**config.mk**
```make
export PLATFORM = sky130hd
export DESIGN_NAME = voice_allocator
export DESIGN_NICKNAME = d
export VERILOG_FILES = /design/src/rtl/voice_allocator.sv
export SDC_FILE = /design/constraint.sdc
export NUM_CORES = 1
export LEC_CHECK = 0
export CAP_MARGIN = 20
export CORE_MARGIN = 3
export CORE_UTILIZATION = 57
export CTS_BUF_LIST = sky130_fd_sc_hd__clkbuf_4
export CTS_CLUSTER_DIAMETER = 40
export DETAILED_ROUTE_END_ITERATION = 8
export HOLD_SLACK_MARGIN = 0.03
export PLACE_DENSITY = 0.87
export SLEW_MARGIN = 20
export SYNTH_ARGS = -nofsm -noshare
export SYNTH_HDL_FRONTEND = slang
export SYNTH_SLANG_ARGS = --single-unit
```
**constraint.sdc**
```tcl
create_clock -name clk -period 8.95 [get_ports clk]
set_clock_uncertainty 0.15 [all_clocks]
set_input_delay 2.685 -clock clk [delete_from_list [all_inputs] [get_ports clk]]
set_output_delay 2.685 -clock clk [all_outputs]
set_load 0.02 [all_outputs]
```
**src/rtl/voice_allocator.sv**
```systemverilog
// voice_allocator
//   Polyphonic voice scheduler. Scans NUM_KEYS active-low keys, one key per
//   clock, and assigns each newly pressed key to the lowest free oscillator
//   voice. Drives per-voice gate, pitch word, key index and a retrigger pulse.
//
// Ports
//   clk          in   system clock
//   rst_n        in   asynchronous active-low reset
//   btn          in   [NUM_KEYS]           raw keys, active-low, asynchronous
//   voice_gate   out  [NUM_VOICES]         1 = voice sounding
//   voice_pitch  out  [NUM_VOICES*PITCH_W] pitch word of voice v at [PITCH_W*v +: PITCH_W]
//   voice_key    out  [NUM_VOICES*KEY_W]   key index held by voice v
//   voice_retrig out  [NUM_VOICES]         1-cycle pulse when a voice is (re)assigned
//   steal_pulse  out                       1-cycle pulse when a busy voice is reassigned
//
// Configuration
//   VOICE_STEAL_EN  when defined, a press with every voice gated steals the
//                   voice with the largest age (lowest index on a tie).
//                   When undefined, such a press is recorded but dropped and
//                   steal_pulse is tied low.
module voice_allocator #(
  parameter int NUM_VOICES = 3,
  parameter int NUM_KEYS   = 8,
  parameter int PITCH_W    = 16,
  parameter int AGE_W      = 8,
  localparam int KEY_W     = (NUM_KEYS > 1) ? $clog2(NUM_KEYS) : 1,
  localparam int VIDX_W    = (NUM_VOICES > 1) ? $clog2(NUM_VOICES) : 1
) (
  input  logic                          clk,
  input  logic                          rst_n,
  input  logic [NUM_KEYS-1:0]           btn,
  output logic [NUM_VOICES-1:0]         voice_gate,
  output logic [NUM_VOICES*PITCH_W-1:0] voice_pitch,
  output logic [NUM_VOICES*KEY_W-1:0]   voice_key,
  output logic [NUM_VOICES-1:0]         voice_retrig,
  output logic                          steal_pulse
);

  logic [NUM_KEYS-1:0]              btn_meta;
  logic [NUM_KEYS-1:0]              btn_sync;
  logic [NUM_KEYS-1:0]              stored;
  logic [KEY_W-1:0]                 idx;
  logic [NUM_VOICES-1:0][AGE_W-1:0] age;

  logic              cur_pressed;
  logic              press_evt;
  logic              release_evt;
  logic              scan_wrap;
  logic              free_found;
  logic [VIDX_W-1:0] free_idx;
  logic              alloc_en;
  logic [VIDX_W-1:0] alloc_idx;

  function automatic logic [PITCH_W-1:0] pitch_rom(input logic [KEY_W-1:0] k);
    case (int'(k))
      0:       return PITCH_W'(15289);
      1:       return PITCH_W'(13621);
      2:       return PITCH_W'(12135);
      3:       return PITCH_W'(11454);
      4:       return PITCH_W'(10204);
      5:       return PITCH_W'(9091);
      6:       return PITCH_W'(8099);
      7:       return PITCH_W'(7645);
      default: return '0;
    endcase
  endfunction

  // NOTE: synchroniser flops reset to the released level (1) so that
  // leaving reset never looks like a press on every key at once.
  always_ff @(posedge clk or negedge rst_n) begin
    if (!rst_n) begin
      btn_meta <= '1;
      btn_sync <= '1;
    end else begin
      btn_meta <= btn;
      btn_sync <= btn_meta;
    end
  end

  assign cur_pressed = ~btn_sync[idx];
  assign press_evt   = cur_pressed & ~stored[idx];
  assign release_evt = ~cur_pressed & stored[idx];
  assign scan_wrap   = (idx == KEY_W'(NUM_KEYS - 1));

`ifdef VOICE_STEAL_EN
  logic              steal_en;
  logic [VIDX_W-1:0] oldest_idx;
`endif

  // NOTE: every always_comb output gets a default first so no path leaves it
  // unassigned (which would infer a latch).
  always_comb begin
    free_found = 1'b0;
    free_idx   = '0;
    // Descending walk: the last hit, i.e. the lowest free index, wins.
    for (int v = NUM_VOICES - 1; v >= 0; v--) begin
      if (!voice_gate[v]) begin
        free_found = 1'b1;
        free_idx   = VIDX_W'(v);
      end
    end
    alloc_en  = press_evt & free_found;
    alloc_idx = free_idx;
`ifdef VOICE_STEAL_EN
    // Strict '>' keeps the lowest index on equal ages.
    oldest_idx = '0;
    for (int v = 1; v < NUM_VOICES; v++) begin
      if (age[v] > age[oldest_idx]) oldest_idx = VIDX_W'(v);
    end
    steal_en = press_evt & ~free_found;
    if (steal_en) begin
      alloc_en  = 1'b1;
      alloc_idx = oldest_idx;
    end
`endif
  end

  // NOTE: sequential state uses non-blocking assignments only, so every
  // register sees the pre-edge value of every other register.
  always_ff @(posedge clk or negedge rst_n) begin
    if (!rst_n) begin
      idx          <= '0;
      stored       <= '0;
      age          <= '0;
      voice_gate   <= '0;
      voice_pitch  <= '0;
      voice_key    <= '0;
      voice_retrig <= '0;
    end else begin
      idx          <= scan_wrap ? '0 : idx + 1'b1;
      voice_retrig <= '0;

      if (press_evt)   stored[idx] <= 1'b1;
      if (release_evt) stored[idx] <= 1'b0;

      for (int v = 0; v < NUM_VOICES; v++) begin
        if (scan_wrap && voice_gate[v] && (age[v] != '1))
          age[v] <= age[v] + 1'b1;

        if (release_evt && voice_gate[v] && (voice_key[v*KEY_W +: KEY_W] == idx))
          voice_gate[v] <= 1'b0;

        // Allocation is placed last so it overrides the age update above.
        if (alloc_en && (alloc_idx == VIDX_W'(v))) begin
          voice_gate[v]                    <= 1'b1;
          voice_key[v*KEY_W +: KEY_W]      <= idx;
          voice_pitch[v*PITCH_W +: PITCH_W] <= pitch_rom(idx);
          age[v]                           <= '0;
          voice_retrig[v]                  <= 1'b1;
        end
      end
    end
  end

`ifdef VOICE_STEAL_EN
  always_ff @(posedge clk or negedge rst_n) begin
    if (!rst_n) steal_pulse <= 1'b0;
    else        steal_pulse <= steal_en;
  end
`else
  assign steal_pulse = 1'b0;
`endif

endmodule
```
==> results of run 1 <==
-- worst min path at each step --
stage	startpoint	endpoint	slack, ps	cells after the start
finish	btn_meta[1]	btn_sync[1]	210	0
floorplan	btn_meta[0]	btn_sync[0]	200	0
global route	btn_meta[5]	btn_sync[5]	220	0
global placement	btn_meta[5]	btn_sync[5]	200	0
detailed placement	btn_meta[1]	btn_sync[1]	200	0
CTS	btn_meta[1]	btn_sync[1]	220	0
-- layout make-up --
type                       count  share of cell area [%]
multi-input combinational    145                    30.0
sequential                    84                    47.5
clock inverter                 7                    2.02
tap                           75                    2.10
inverter                      17                    1.43
timing repair buffer          68                    15.5
clock buffer                   9                    1.51
-- power groups by stage --
stage / sequential, mW / clock (mW) / combinational, mW
floorplan: 0.747 / 0 / 0.187
global placement: 0.615 / 0 / 0.596
detailed placement: 0.621 / 0 / 0.613
CTS: 0.614 / 0.246 / 0.616
global route: 0.632 / 0.262 / 0.647
finish: 0.614 / 0.242 / 0.609
-- routing by layer --
layer | vias to the layer above | part of all wire [%] | global-route usage, %
li1 | 1024 | - | -
met1 | 1140 | 43 | 29.0
met2 | 68 | 51 | 33.4
met3 | 12 | 4.5 | 4.90
met4 | 0 | 1.9 | 8.49
met5 | - | 0 | 0
-- stage by stage --
| stage | instance area [um2] | hold WS, ps | power [mW] | utilization (%) |
|---|---|---|---|---|
| 2_1_floorplan | 3640 | 195 | 0.934 | - |
| 3_3_place_gp | 4280 | 197 | 1.21 | 71.1 |
| 3_5_place_dp | 4280 | 197 | 1.23 | 71.1 |
| 4_1_cts | 4440 | 215 | 1.48 | 73.7 |
| 5_1_grt | 4470 | 218 | 1.54 | 74.2 |
| 6_report | 4470 | 215 | 1.46 | 74.2 |
-- registers in the layout, summed over array words and instances (netlist names) --
signal,count
idx,3
stored,8
voice_key,9
btn_sync,8
btn_meta,8
voice_retrig,3
voice_pitch,42
voice_gate,3
-- cells in the mapped netlist (3+ instances only) --
cell,n
mux2_4,5
buf_2,4
mux2_2,33
xor2_1,9
nand3_1,8
inv_1,17
dfrtp_1,68
a31oi_1,10
o2bb2ai_1,4
o21ai_0,9
a21oi_1,5
clkbuf_1,4
mux2i_1,14
buf_4,7
mux2_1,3
ha_1,12
dfstp_2,16
nand2_1,9
-- worst reg2reg max path: stages (launching register included) --
cell and delay (ps):
dfrtp_1 830, mux4_1 800, mux2i_2 550, nand4b_2 720, mux2_2 530
-- cell families (layout without fill, tap and decap cells) --
group	Yosys count	in the layout	share of synthesized area [%]
mux	60	60	20.2
buf+inv	35	101	4.91
fa+ha+maj	12	12	4.15
flops	84	84	58.7
other cells	1	7	0.104
compound gates	31	31	5.33
simple gates	26	26	4.39
xor+xnor	9	9	2.18
==> flow_summary.ini, run 1 <==
[clock_tree]
numCtsBuffers = 9
clockRootBuffer = clkbuf_4
htree_num_levels = 3
post-cts-setup-buffers = 0
cts_hold_buf = 0
post_cts_resized = 0
cts_tree = done
cts.clk_slew.worst_paths_ps = 140
clock_latency_ps = 430
cts_sinks = 84
clock_tree.buffer_depth = 2

[synth]
synth_edf_count = 0
synth-main-ff-cell = dfrtp_1
synth_area_leaders = dfrtp_1 47%, dfstp_2 12%, mux2_2 10%, ha_1 4.2%, mux2i_1 3.9%
synthArstFlopShare_pct = 100
synth_largest_area_cell = dfrtp_1
synth_top_area_share_pct = 47.1
yosysSeqAreaShare_pct = 58.7
ys_types = 33
syn_avg_cell_area_um2 = 14.0
ys_ff_latch = 84
yosysWarnings = 0
syn_inst = 258
synthesis.area_mm2 = 0.00362

[route]
routed_via_density = 5.54
routed-via-count = 2244
drt_iter0_markers = 149
wl_per_cell_um = 17.4
routed_wl_um = 7040
firstDrtPassIters = 4
drc = 0
antenna_left = 0

[worst_setup_path]
rr_worst_depth = 4
cp-start-kind = register
worst_setup_path_end_kind = output port
slowest_stage = clkdlybuf4s50_1
critPathCapture = voice_gate[0]
ff2ff_setup_slack_ps = 5260
critPathArrivalTime_ps = 1620
crit_cells = 1
crit_path_cell_trace = clkdlybuf4s50_1
crit_buf_inv = 1
cp_max_fo = 7
startpoint = voice_gate[0]
worst_ep_required_time_ps = 6120
worstSetupPathType = reg -> out
cpPeakStageDelay_ps = 670
r2r-start = idx[1]
crit_family = buffers and inverters
worstReg2RegEnd = voice_pitch[18]

[sta]
rsz0062_at_grt = no
fin_crit_sh_pct = 49.8
setup_tns_ps = 0
worst_pin_slew_ps = 1050
max_slew_margin_pct = 29.8
setup_ws_ps = 4490
finalSetupViolations = 0
fmax_mhz = 224
maxSlewViolCount = 0
hold_viol = 0
fin_crit_ps = 4460

[worst_hold_path]
hold_path.class = reg -> reg

[floorplanning]
die_h_um = 85.6
coreArea_mm2 = 0.00603
die_area_mm2 = 0.00734
die-width_um = 85.6
ioPinCount = 74
num_rows = 28
initial_core_util_pct = 60.0

[grt]
grt_pass1_vias = 2365
grt.total_usage_pct = 21.3
overflow = 0
grt_max_degree = 85
grt_pass1_wl_um = 12000
antenna_found_initial = 0

[pwr]
power_frac_clock_pct = 16.5
p_int_uw = 949
switchingPower_uw = 515
p_per_area_mw_per_mm2 = 328
comb_power_share_pct = 41.6
p_sw_share_pct = 35.2
peakVddDrop_mv = 0.218
pwr-share-seq_pct = 41.9
leakage_nw = 1.97

[finish]
drive_above_1_share_pct = 23.3
layout_commonest_cell = dfrtp_1
layout_common_cells = 68 x dfrtp_1, 65 x clkdlybuf4s50_1, 33 x mux2_2
multi_input_area_mm2 = 0.00134
stdcell_count = 405
fin_nets = 347
area_growth_pct = 23.6
num-fill-cells = 403
area.sequential_mm2 = 0.00212
diodes = 0

[placement]
port_buffers = 66
pre_cts_ws_ps = 4970
placed_cells = 388
gp_congestion = 0.791
dp_hpwl_um = 4710

[run]
maxCapViolCount = 0

[status]
status = finished clean
Note: power is estimated with default switching activity, not from simulation.
==> inputs of run 2 (changes only) <==
Settings changed: CORE_UTILIZATION 57 to 53, PLACE_DENSITY 0.87 to 0.82.
Clock period 8.95 ns to 4.25 ns, I/O delays scaled along.
==> run 2 against run 1 <==
Utilization is 5.8 points lower. Global-route usage is 2.0 points lower. Clock power is 87% higher. Cell count is 0.74% higher. Non-clock buffer count is 1 higher. Highest routed layer unchanged. Largest power group unchanged. Sequential share of layout area is 0.28 points higher. Critical endpoint is now voice_pitch[16]. Hold slack worse by 5.9 ps. Combinational power is 110% higher. Die area is 7.0% higher. First-iteration DRC count is 8.1% lower.
==> flow_summary.ini, run 2 (synthesis gave the netlist of run 1 again) <==
[grt]
grt_pass1_wl_um = 11400
grt_max_degree = 85
grt_pass1_vias = 2274
antenna_found_initial = 0
overflow = 0
grt.total_usage_pct = 19.3

[finish]
largest_reg_flops = 42
layout_commonest_cell = dfrtp_1
num-fill-cells = 462
area_growth_pct = 22.9
final_util_pct = 68.4
layout_common_cells = 68 x dfrtp_1, 65 x clkdlybuf4s50_1, 33 x mux2_2
fin_nets = 348
biggestRegsByFlops = voice_pitch: 42 flops, voice_key: 9 flops
fin_area_mm2 = 0.00444
drive_above_1_share_pct = 23.9
largest-register = voice_pitch
diodes = 0

[worst_setup_path]
critPathArrivalTime_ps = 3650
crit_path_cell_trace = mux4_1 -> mux2i_2 -> nand4b_2 -> mux2_2
worst_ep_required_time_ps = 4410
cp_max_fo = 18
cpPeakStageDelay_ps = 840
slowest_stage = dfrtp_1
cp-start-kind = register
worst_setup_path_end_kind = register
worstSetupPathType = reg -> reg

[route]
routed_wl_um = 6890
drt_iter0_markers = 137
routed_via_density = 5.48
antenna_left = 0
routed-via-count = 2237
wl_per_cell_um = 16.9
drc = 0
firstDrtPassIters = 4

[sta]
hold_viol = 0
fmax_mhz = 287
setup_tns_ps = 0
fin_crit_sh_pct = 82.0
max_slew_margin_pct = 44.7
fin_crit_ps = 3490
maxSlewViolCount = 0
finalSetupViolations = 0
worst_pin_slew_ps = 829
rsz0062_at_grt = no

[placement]
place_area_mm2 = 0.00430
port_buffers = 66
gp_congestion = 0.789
dp_hpwl_um = 4850

[clock_tree]
cts_hold_buf = 0
htree_num_levels = 3
clockRootBuffer = clkbuf_4
clock_latency_ps = 420
post-cts-setup-buffers = 0
cts_sinks = 84
post_cts_resized = 0
clock_tree.buffer_depth = 2
cts.clk_slew.worst_paths_ps = 120
numCtsBuffers = 9
cts_tree = done

[pwr]
p_per_area_mw_per_mm2 = 680
leakage_nw = 1.97
peakVddDrop_mv = 0.416
finalPower_mw = 3.02

[status]
status = finished clean

[floorplanning]
ioPinCount = 74
die_area_mm2 = 0.00785
num_rows = 29
coreArea_mm2 = 0.00649
die-width_um = 88.6
die_h_um = 88.6
initial_core_util_pct = 55.7

[worst_hold_path]
hold_path.class = reg -> reg

[run]
maxCapViolCount = 0
==> run 2: cell count changes in the layout (fill, tap and decap cells not counted) <==
cell,previous run,this run
clkbuf_4,9,10
inv_4,0,1
bufinv_16,2,1
buf_16,1,0
buf_6,0,1
clkinv_1,2,1
buf_4,2,3
==> run 2: stage by stage <==
| stage | setup slack [ps] | instances | hold slack [ps] |
|---|---|---|---|
| 3_3_place_gp | 933 | 392 | 197 |
| 6_report | 764 | 408 | 209 |
| 3_5_place_dp | 759 | 392 | 197 |
| 4_1_cts | 756 | 408 | 210 |
| 5_1_grt | 460 | 408 | 217 |
| 2_1_floorplan | 1450 | 264 | 195 |
==> run 2: cell type report <==
| type | instances | area [um2] | area share (%) |
|---|---|---|---|
| multi-input cells | 145 | 1340 | 30.1 |
| inverters | 17 | 63.8 | 1.44 |
| flip-flops and latches | 84 | 2120 | 47.8 |
| well taps | 77 | 96.3 | 2.17 |
| repair buffers | 69 | 684 | 15.4 |
| clock buffers | 10 | 75.1 | 1.69 |
| clock inverters | 6 | 62.6 | 1.41 |
==> run 2: where the power goes <==
group	switching (mW)	leakage [nW]	total, mW	internal, mW
Clock	0.266	0.0787	0.453	0.187
Sequential	0.207	0.957	1.30	1.09
Combinational	0.599	0.930	1.27	0.670
Total	1.07	1.97	3.02	1.95
==> run 2: per-layer routing <==
layer | GRT usage [%] | share of wire (%) | vias up
li1 | - | - | 1028
met1 | 26.4 | 43 | 1130
met2 | 30.5 | 50 | 70
met3 | 5.96 | 5.4 | 9
met4 | 4.95 | 1.2 | 0
met5 | 0 | 0 | -
==> run 2: critical path: cells and delay by family (launching register included) <==
family | cells | cell delay (ps)
flip-flops | 1 | 840
multiplexers | 3 | 1750
AND/OR/NAND/NOR | 1 | 640
==> run 2: final timing paths <==
check                                  from               to  slack, ps  depth (start not counted)
worst max-delay path                 idx[1]  voice_pitch[16]        760                          4
worst min-delay path            btn_meta[1]      btn_sync[1]        210                          0
worst max register to register       idx[1]  voice_pitch[16]        760                          4
worst min register to register  btn_meta[1]      btn_sync[1]        210                          0
max in group asynchronous             rst_n  voice_pitch[26]       2740                          1
min in group asynchronous             rst_n  voice_pitch[19]        720                          1
==> inputs of run 3 (changes only) <==
Settings changed: CORE_UTILIZATION 53 to 48, PLACE_DENSITY 0.82 to 0.78.
Clock period 4.25 ns to 3 ns, I/O delays scaled along.
==> run 3 against run 2 <==
Critical path depth increased by 1. Design area increased by 2.3%. Hold slack better by 4.5 ps.
==> flow_summary.ini, run 3 (synthesis gave the netlist of run 1 again) <==
[pwr]
peakVddDrop_mv = 0.520
leakage_nw = 2.00
p_per_area_mw_per_mm2 = 946
finalPower_mw = 4.30

[placement]
port_buffers = 66
dp_hpwl_um = 5100
gp_congestion = 0.858

[floorplanning]
num_rows = 31
die-width_um = 92.8
ioPinCount = 74
coreArea_mm2 = 0.00729
die_h_um = 92.8
die_area_mm2 = 0.00861
initial_core_util_pct = 49.6

[worst_setup_path]
cp_max_fo = 9
worst_setup_path_end_kind = register
worstSetupPathType = reg -> reg
critPathArrivalTime_ps = 3000
cp-start-kind = register
worst_ep_required_time_ps = 3170

[finish]
area_growth_pct = 25.7
num-fill-cells = 612
largest-register = voice_pitch
largest_reg_flops = 42
drive_above_1_share_pct = 25.6
layout_commonest_cell = dfrtp_1
biggestRegsByFlops = voice_pitch: 42 flops, voice_key: 9 flops
layout_common_cells = 68 x dfrtp_1, 65 x clkdlybuf4s50_1, 33 x mux2_2
fin_nets = 357
diodes = 0

[sta]
setup_tns_ps = 0
maxSlewViolCount = 0
rsz0062_at_grt = no
hold_viol = 0
fmax_mhz = 353
fin_crit_sh_pct = 94.4
fin_crit_ps = 2830
finalSetupViolations = 0
holdWs_ps = 214

[grt]
grt_pass1_vias = 2375
grt.total_usage_pct = 18.5
grt_max_degree = 53
grt_pass1_wl_um = 12200
antenna_found_initial = 0
overflow = 0

[route]
routed_wl_um = 7230
drt_iter0_markers = 202
antenna_left = 0
routed-via-count = 2271
drc = 0
firstDrtPassIters = 4
routed_via_density = 5.17
wl_per_cell_um = 16.5

[clock_tree]
numCtsBuffers = 9
cts_hold_buf = 0
cts_tree = done
post_cts_resized = 0
htree_num_levels = 3
clock_tree.buffer_depth = 2
clockRootBuffer = clkbuf_4
post-cts-setup-buffers = 0
clock_latency_ps = 430
cts_sinks = 84
cts.clk_slew.worst_paths_ps = 130

[status]
status = finished clean

[worst_hold_path]
hold_path.class = reg -> reg

[run]
maxCapViolCount = 0
-- run 3: final timing paths --
kind                       cells past startpoint  slack, ps         endpoint         from
setup / recovery                               5        170  voice_pitch[32]       idx[1]
hold / removal                                 0        210      btn_sync[7]  btn_meta[7]
setup reg to reg                               5        170  voice_pitch[32]       idx[1]
hold reg to reg                                0        210      btn_sync[7]  btn_meta[7]
max in group asynchronous                      2       1770      btn_meta[5]        rst_n
min in group asynchronous                      1        250  voice_pitch[26]        rst_n
-- run 3: worst max-delay path, cell delays in order (launching register included) --
cell	delay, ps
dfrtp_1	530
mux4_1	720
mux2_2	390
nor4_4	330
buf_4	250
mux2_2	360
-- run 3: area by class of cell --
| cell class | count | area, um2 | area share, % |
|---|---|---|---|
| flip-flops and latches | 84 | 2120 | 46.7 |
| clock buffers | 9 | 67.6 | 1.49 |
| multi-input cells | 145 | 1340 | 29.5 |
| clock inverters | 7 | 67.6 | 1.49 |
| inverters | 17 | 63.8 | 1.40 |
| well taps | 99 | 124 | 2.73 |
| repair buffers | 78 | 761 | 16.7 |
-- run 3: per-stage QoR --
stage	area [um2]	setup slack, ps	instances	util [%]
6_report	4540	169	439	62.3
5_1_grt	4540	69.5	439	62.3
4_1_cts	4540	164	439	62.3
3_5_place_dp	4410	191	423	60.5
3_3_place_gp	4410	262	423	60.5
2_1_floorplan	3640	202	264	-
-- run 3: power by group --
part / total (mW) / internal, mW / switching (mW)
Sequential: 1.85 / 1.55 / 0.303
Clock: 0.637 / 0.250 / 0.387
Combinational: 1.81 / 0.960 / 0.854
-- run 3: per-layer routing --
metal	vias up	track usage [%]	routed length [um]
li1	1042	-	-
met1	1152	25.6	3200
met2	65	28.7	3610
met3	12	4.31	311
met4	0	6.47	109
met5	-	0	0
